$ cat config.mk
export PLATFORM = sky130hd
export DESIGN_NAME = fifo_stream_out
export DESIGN_NICKNAME = d
export VERILOG_FILES = /design/src/rtl/fifo_stream_out.sv
export SDC_FILE = /design/constraint.sdc
export NUM_CORES = 1
export LEC_CHECK = 0
export CORE_ASPECT_RATIO = 0.6
export CORE_MARGIN = 4
export CORE_UTILIZATION = 50
export CTS_CLUSTER_SIZE = 25
export DETAILED_ROUTE_END_ITERATION = 7
export GPL_ROUTABILITY_DRIVEN = 0
export PLACE_DENSITY = 0.8
export SYNTH_ARGS = -nofsm -noshare
export SYNTH_HDL_FRONTEND = slang
export SYNTH_SLANG_ARGS = --single-unit
$ cat constraint.sdc
create_clock -name clk -period 3.15 [get_ports clk]
set_input_delay 0.315 -clock clk [delete_from_list [all_inputs] [get_ports clk]]
set_output_delay 0.315 -clock clk [all_outputs]
set_load 0.005 [all_outputs]
$ cat src/rtl/fifo_stream_out.sv
// Read-side adapter for the synchronous fifo: issues rd_en, absorbs the one-cycle
// read latency in a 2-entry buffer and presents the words as a valid/ready stream.
module fifo_stream_out #(
    parameter int data_width = 100,
    parameter int cnt_width  = 16
) (
    input  logic                  clk,
    input  logic                  rst_n,
    input  logic                  fifo_empty,
    output logic                  fifo_rd_en,
    input  logic [data_width-1:0] fifo_rd_data,
    input  logic                  flush,
    output logic                  m_valid,
    input  logic                  m_ready,
    output logic [data_width-1:0] m_data,
    output logic [cnt_width-1:0]  beat_cnt
);

    logic [data_width-1:0] head_q, head_d;
    logic [data_width-1:0] tail_q, tail_d;
    logic [1:0]            occ_q, occ_d;
    logic                  inflight_q, inflight_d;
    logic [cnt_width-1:0]  beat_q, beat_d;
    logic                  pop;
    logic                  push;
    logic [2:0]            level;

    assign pop      = m_valid && m_ready;
    assign push     = inflight_q;
    assign m_valid  = (occ_q != 2'd0);
    assign m_data   = head_q;
    assign beat_cnt = beat_q;

    // Words held or already requested, after this cycle's pop leaves.
    assign level      = 3'(occ_q) + 3'(inflight_q) - 3'(pop);
    assign fifo_rd_en = rst_n && !flush && !fifo_empty && (level < 3'd2);

    always_comb begin
        head_d     = head_q;
        tail_d     = tail_q;
        occ_d      = occ_q;
        inflight_d = fifo_rd_en;
        beat_d     = beat_q + cnt_width'(pop);
        case ({push, pop})
            2'b10: begin
                if (occ_q == 2'd0) head_d = fifo_rd_data;
                else               tail_d = fifo_rd_data;
                occ_d = occ_q + 2'd1;
            end
            2'b01: begin
                head_d = tail_q;
                occ_d  = occ_q - 2'd1;
            end
            2'b11: begin
                if (occ_q == 2'd1) begin
                    head_d = fifo_rd_data;
                end else begin
                    head_d = tail_q;
                    tail_d = fifo_rd_data;
                end
            end
            default: ;
        endcase
        // A word returning in the cycle after a flush finds inflight cleared and is dropped.
        if (flush) begin
            occ_d      = 2'd0;
            inflight_d = 1'b0;
        end
    end

    always_ff @(posedge clk or negedge rst_n) begin
        if (!rst_n) begin
            head_q     <= '0;
            tail_q     <= '0;
            occ_q      <= 2'd0;
            inflight_q <= 1'b0;
            beat_q     <= '0;
        end else begin
            head_q     <= head_d;
            tail_q     <= tail_d;
            occ_q      <= occ_d;
            inflight_q <= inflight_d;
            beat_q     <= beat_d;
        end
    end

endmodule

==> impl_metrics.tcl, run 1 <==
set metrics [dict create \
    fmax_mhz 334.3 \
    diodes 0 \
    layout.cells.non_filler 1306 \
    reg2reg_slack_ns 0.23 \
    hold_path.class "input pin to async pin" \
    wirelength_mm 25.31 \
    syn-num-nets 975 \
    dp.cells 1267 \
    status "finished, final reports clean" \
    syn_area_mm2 0.009482 \
    track_usage 0.2362 \
    cpPeakStageDelay_ns 0.49 \
    crit_arrival_ns 2.68 \
    cp_max_fo 2 \
    grt_setup_unrepaired "false" \
    cp_common_cell "ha_1" \
    synth_edf_count 0 \
    min_period_ns 2.991 \
    die_y_um 114.7 \
    clockBufferDepth 3 \
    fin_skew_ns 0.01889 \
    synthArstFlopShare 1.000 \
    dpl.hpwl_mm 15.99 \
    clk_pin_slew_worst_paths_ns 0.06 \
    synth_flop_cell "dfrtp_1" \
    htreeDepth 1 \
    cp_slowest_cell "fa_1" \
    clk_latency_ns 0.50 \
    endpoint_kind "output pin" \
    powerDensity_mw_per_mm2 986.2 \
    cts_tree "yes" \
    clkSinkCount 219 \
    yosysUniqueCellTypes 31 \
    critical_path_class "flip-flop to output pin" \
    slew_viol_final 0 \
    worst_pin_slew_ns 1.064 \
    num_vias 7525 \
    finalHoldViolations 0 \
    p_leak_nw 5.148 \
    fin_crit_sh 0.9495 \
    detail_route.wl_per_cell_um 19.38 \
    ys_seq_area_frac 0.5780 \
    grt_start_max_net_pins 115 \
    ir_drop_mv 0.6036 \
    setup_viol 0 \
    grt.overflow.total 0 \
    rows 38 \
    yosys_warnings 0 \
    cp.required_ns 2.83 \
    cts_buffers 21 \
    cp_num_buf_inv 2 \
    crit_family "adder cells" \
    slew_headroom 0.2909 \
    crit_path_start_kind "flip-flop" \
    port_buffers 222 \
    synth-seq-cells 219 \
    antenna_left 0 \
    worstRegToRegCells 10 \
    maxCapViolations 0 \
    first_global_vias 7506 \
    syn_area_per_cell_um2 10.97 \
    start_util 0.5166 \
    drt-initial-drc-count 856 \
    synthCells 864 \
    drc 0 \
    cp.depth 9 \
    final_nets 1164 \
    path_cells "inv_1 -> ha_1 -> nand2b_4 -> ha_1 -> nand2b_1 -> fa_1 -> nand4bb_1 -> nor2_1 -> dlygate4sd2_1" \
    syn_to_final_growth_pct 32.99 \
    core_mm2 0.01835 \
    drive_gt1_frac 0.1341 \
    routed_via_density 5.762 \
    first_pass_iters 5 \
    grt_pass1_wl_mm 40.58 \
    num_io_pins 223 \
    die-area_mm2 0.02130 \
    clockRootBuffer "clkbuf_16" \
    die_w_um 185.8 \
    antenna_found_initial 1 \
    finalSetupTns_ns 0 \
]
[sequential cells by signal, indices dropped and copies added (netlist names)]
| register | count |
|---|---|
| m_data | 100 |
| tail_q | 100 |
| beat_cnt | 16 |
| occ_q | 2 |
| inflight_q | 1 |
[worst paths after layout]
path	from	endpoint
worst min-delay path	rst_n	m_data[21]
worst min register to register	tail_q[63]	tail_q[63]
worst max-delay path	occ_q[1]	fifo_rd_en
worst max register to register	occ_q[1]	beat_cnt[10]
max in group asynchronous	rst_n	tail_q[60]
min in group clk	fifo_rd_data[16]	m_data[16]
[metal layers]
metal,part of all wire,vias to the layer above,track usage
met5,0.00040,-,0
met4,0.012,2,0.03202
met3,0.096,28,0.07175
met2,0.43,323,0.3497
met1,0.46,3697,0.3553
li1,-,3475,-
[placed cells by master (no fill, tap or decap), types with 2 or more instances in the layout]
cell type / count
clkdlybuf4s50_1: 220
dfrtp_1: 219
nand3_1: 106
nor2_1: 105
o21ai_0: 100
a31oi_1: 100
mux2_2: 83
clkbuf_16: 21
mux2_1: 17
buf_4: 13
xor2_1: 12
clkbuf_8: 8
buf_12: 6
inv_1: 5
nor4_1: 5
nor3_1: 5
ha_1: 5
nand2_1: 4
nand4_1: 3
xnor2_1: 3
clkbuf_1: 3
a211oi_1: 2
bufinv_16: 2
[worst register-to-register path, stage by stage (launching register included)]
cell,delay [ns]
dfrtp_1,0.39
inv_1,0.08
ha_1,0.16
nand2b_4,0.13
buf_4,0.70
clkinv_2,0.40
ha_1,0.30
ha_1,0.28
nand3_1,0.14
nor3_1,0.07
xor2_1,0.16
[layout make-up]
cell class	count	area [µm²]
Sequential cell	219	5480
Inverter	6	23.77
Fill cell	1360	5743
Clock inverter	4	77.57
Tap cell	240	300.3
Clock buffer	32	646.9
Multi-Input combinational cell	563	3627
Timing Repair Buffer	242	2454
[what timing repair did]
item | CTS | global route
endpoints found under the setup margin | 1 | 0
hold endpoints to repair | 47 | 0
hold buffers | 1 | 0
setup buffers | 2 | 0
resized for setup | 1 | 0
[power breakdown]
group | internal [mW] | switching [mW] | total, mW
sequential | 4.12 | 0.775 | 4.89
combinational | 2.65 | 2.28 | 4.93
clock | 1.58 | 1.04 | 2.62
total | 8.35 | 4.09 | 12.4
[synth_stat cells (all sizes together) (6+ instances only)]
master,n,share of area
dfrtp,219,0.58
nand3,106,0.056
nor2,105,0.042
mux2,101,0.12
a31oi,100,0.066
o21ai,100,0.053
clkbuf,46,0.018
buf,30,0.022
xor2,12,0.011
inv,6,0.0024
[logic make-up after synthesis]
logic type | count (synthesis) | synth area share
xor+xnor | 15 | 0.01386
compound gates | 205 | 0.1239
fa+ha+maj | 6 | 0.008710
flops | 219 | 0.5780
simple gates | 236 | 0.1128
mux | 101 | 0.1200
buf+inv | 82 | 0.04276
[metrics by stage]
stage          setup slack [ns]  cell area (µm²)  hold slack [ns]  power (mW)  utilization
6_report                 0.1591            12610           0.3204       12.44       0.6871
5_1_grt                0.008782            12610           0.3378       13.33       0.6871
4_1_cts                  0.1228            12610           0.3173       12.55       0.6871
3_5_place_dp             0.1936            11860           0.2509       9.855       0.6463
3_3_place_gp             0.2401            11860           0.2544       9.664       0.6463
2_1_floorplan            0.3665             9482          0.01941       7.457            -
Power figures use the tool's default switching activity.
==> run 2, diff against run 1 <==
Settings changed: CORE_MARGIN 4 to 2.
==> impl_metrics.tcl, run 2 (same netlist as run 1, synthesis figures left out) <==
set metrics [dict create \
    grt.overflow.total 0 \
    hold_path.class "input pin to async pin" \
    final_cell_mix "220 x clkdlybuf4s50_1, 219 x dfrtp_1, 106 x nand3_1" \
    fin_util 0.6867 \
    die_w_um 181.8 \
    maxCapViolations 0 \
    num_io_pins 223 \
    dpl.hpwl_mm 15.02 \
    min_period_ns 2.989 \
    place_ws_ns 0.2206 \
    rows 38 \
    detail_route.wl_per_cell_um 18.90 \
    cts_tree "yes" \
    port_buffers 222 \
    worstRegToRegCells 8 \
    first_pass_iters 5 \
    reg2reg_slack_ns 0.71 \
    worst_slack_ns 0.1612 \
    p_leak_nw 5.131 \
    track_usage 0.2427 \
    cp.required_ns 2.83 \
    top_layer_used "met4" \
    cp_common_cell "ha_1" \
    crit_path_start_kind "flip-flop" \
    cp_num_buf_inv 2 \
    clkSinkCount 219 \
    antenna_left 0 \
    grt_start_max_net_pins 146 \
    critical_path_class "flip-flop to output pin" \
    cpPeakStageDelay_ns 0.48 \
    routed_via_density 5.822 \
    drt-initial-drc-count 710 \
    status "finished, final reports clean" \
    wl_met3_mm 2.218 \
    die-area_mm2 0.02012 \
    dr_wl_met2_mm 10.90 \
    cp.depth 9 \
    syn_to_final_growth_pct 32.57 \
    worst_pin_slew_ns 1.003 \
    clk_latency_ns 0.49 \
    layout_commonest_cell "clkdlybuf4s50_1" \
    layout.cells.non_filler 1305 \
    powerDensity_mw_per_mm2 984.8 \
    grt_pass1_wl_mm 39.74 \
    drive_gt1_frac 0.1333 \
    crit_family "adder cells" \
    drc 0 \
    rr_startpoint "occ_q[1]" \
    num_vias 7598 \
    core_mm2 0.01831 \
    path_cells "inv_1 -> ha_1 -> nand2b_4 -> ha_1 -> nand2b_1 -> fa_1 -> nand4bb_1 -> nor2_1 -> dlygate4sd2_1" \
    fin_crit_sh 0.9488 \
    clockBufferDepth 3 \
    start_util 0.5180 \
    die_y_um 110.7 \
    diodes 0 \
    total_power_mw 12.38 \
    endpoint_kind "output pin" \
    setup_viol 0 \
    final_nets 1162 \
    wirelength_mm 24.66 \
    wirelength_met1_mm 11.16 \
    slew_headroom 0.3312 \
    cts_buffers 21 \
    cp_max_fo 3 \
    clockRootBuffer "clkbuf_16" \
    slew_viol_final 0 \
    fin_skew_ns 0.007344 \
    dp.cells 1265 \
    ir_drop_mv 0.5043 \
    crit_arrival_ns 2.67 \
    cp_slowest_cell "fa_1" \
    fmax_mhz 334.6 \
    finalHoldViolations 0 \
    clk_pin_slew_worst_paths_ns 0.07 \
    first_global_vias 7422 \
    antenna_found_initial 0 \
    r2r-end "tail_q[90]" \
    htreeDepth 1 \
    cp-endpoint "fifo_rd_en" \
    crit_start "occ_q[0]" \
]
[run 2: cell types whose count changed in the layout (fill, tap and decap cells not counted)]
cell,before,now
buf_4,13,11
clkbuf_8,8,5
clkinv_2,1,6
inv_6,1,0
[run 2: worst register-to-register path: cells and delay by family (launching register included)]
| family | cells | cell delay (ns) |
|---|---|---|
| AOI/OAI and AO/OA | 2 | 0.45 |
| DFF | 1 | 0.38 |
| buffers and inverters | 2 | 0.50 |
| muxes | 1 | 0.45 |
| adders and majority gates | 2 | 0.40 |
| and+or+nand+nor | 1 | 0.14 |
[run 2: how the worst min path moves through the flow]
stage	from	end	slack (ns)	cells past startpoint
6_report	rst_n	beat_cnt[15]	0.24	2
5_1_grt	rst_n	beat_cnt[15]	0.24	2
2_1_floorplan	rst_n	beat_cnt[0]	0.02	0
4_1_cts	rst_n	beat_cnt[13]	0.24	2
3_3_place_gp	rst_n	beat_cnt[2]	0.16	1
3_5_place_dp	rst_n	beat_cnt[4]	0.16	1
[run 2: power breakdown]
part	switching (mW)	leakage (nW)	internal [mW]
sequential	0.751	2.61	4.11
clock	1.06	0.350	1.51
combinational	2.29	2.17	2.65
[run 2: what timing repair did]
action | CTS | global route
endpoints found under the hold margin | 17 | 0
endpoints found under the setup margin | 1 | 1
hold buffers | 1 | 0
gates resized for setup | 1 | 0
pin swaps | 0 | 0
setup buffers | 1 | 1
[run 2: final cells by class]
| class | instances | area [µm²] |
|---|---|---|
| Tap cell | 240 | 300.3 |
| Multi-Input combinational cell | 563 | 3627 |
| Clock inverter | 8 | 93.84 |
| Clock buffer | 29 | 605.6 |
| Sequential cell | 219 | 5480 |
| Inverter | 6 | 23.77 |
| Timing Repair Buffer | 240 | 2439 |
| Fill cell | 1343 | 5736 |
[run 2: per-stage QoR]
stage / setup TNS (ns) / hold WS [ns] / area [µm²]
final: 0 / 0.2387 / 12570
after global routing: -0.0003577 / 0.2444 / 12570
after CTS: 0 / 0.2376 / 12560
after detailed placement: 0 / 0.1601 / 11850
after global placement: 0 / 0.1575 / 11850
after floorplan: 0 / 0.01941 / 9482
[run 2: metal layers]
layer / GRT usage / vias to the layer above
met2: 0.3722 / 282
met1: 0.3501 / 3803
met4: 0.04282 / 0
met3: 0.06866 / 34
li1: - / 3479
met5: 0 / -
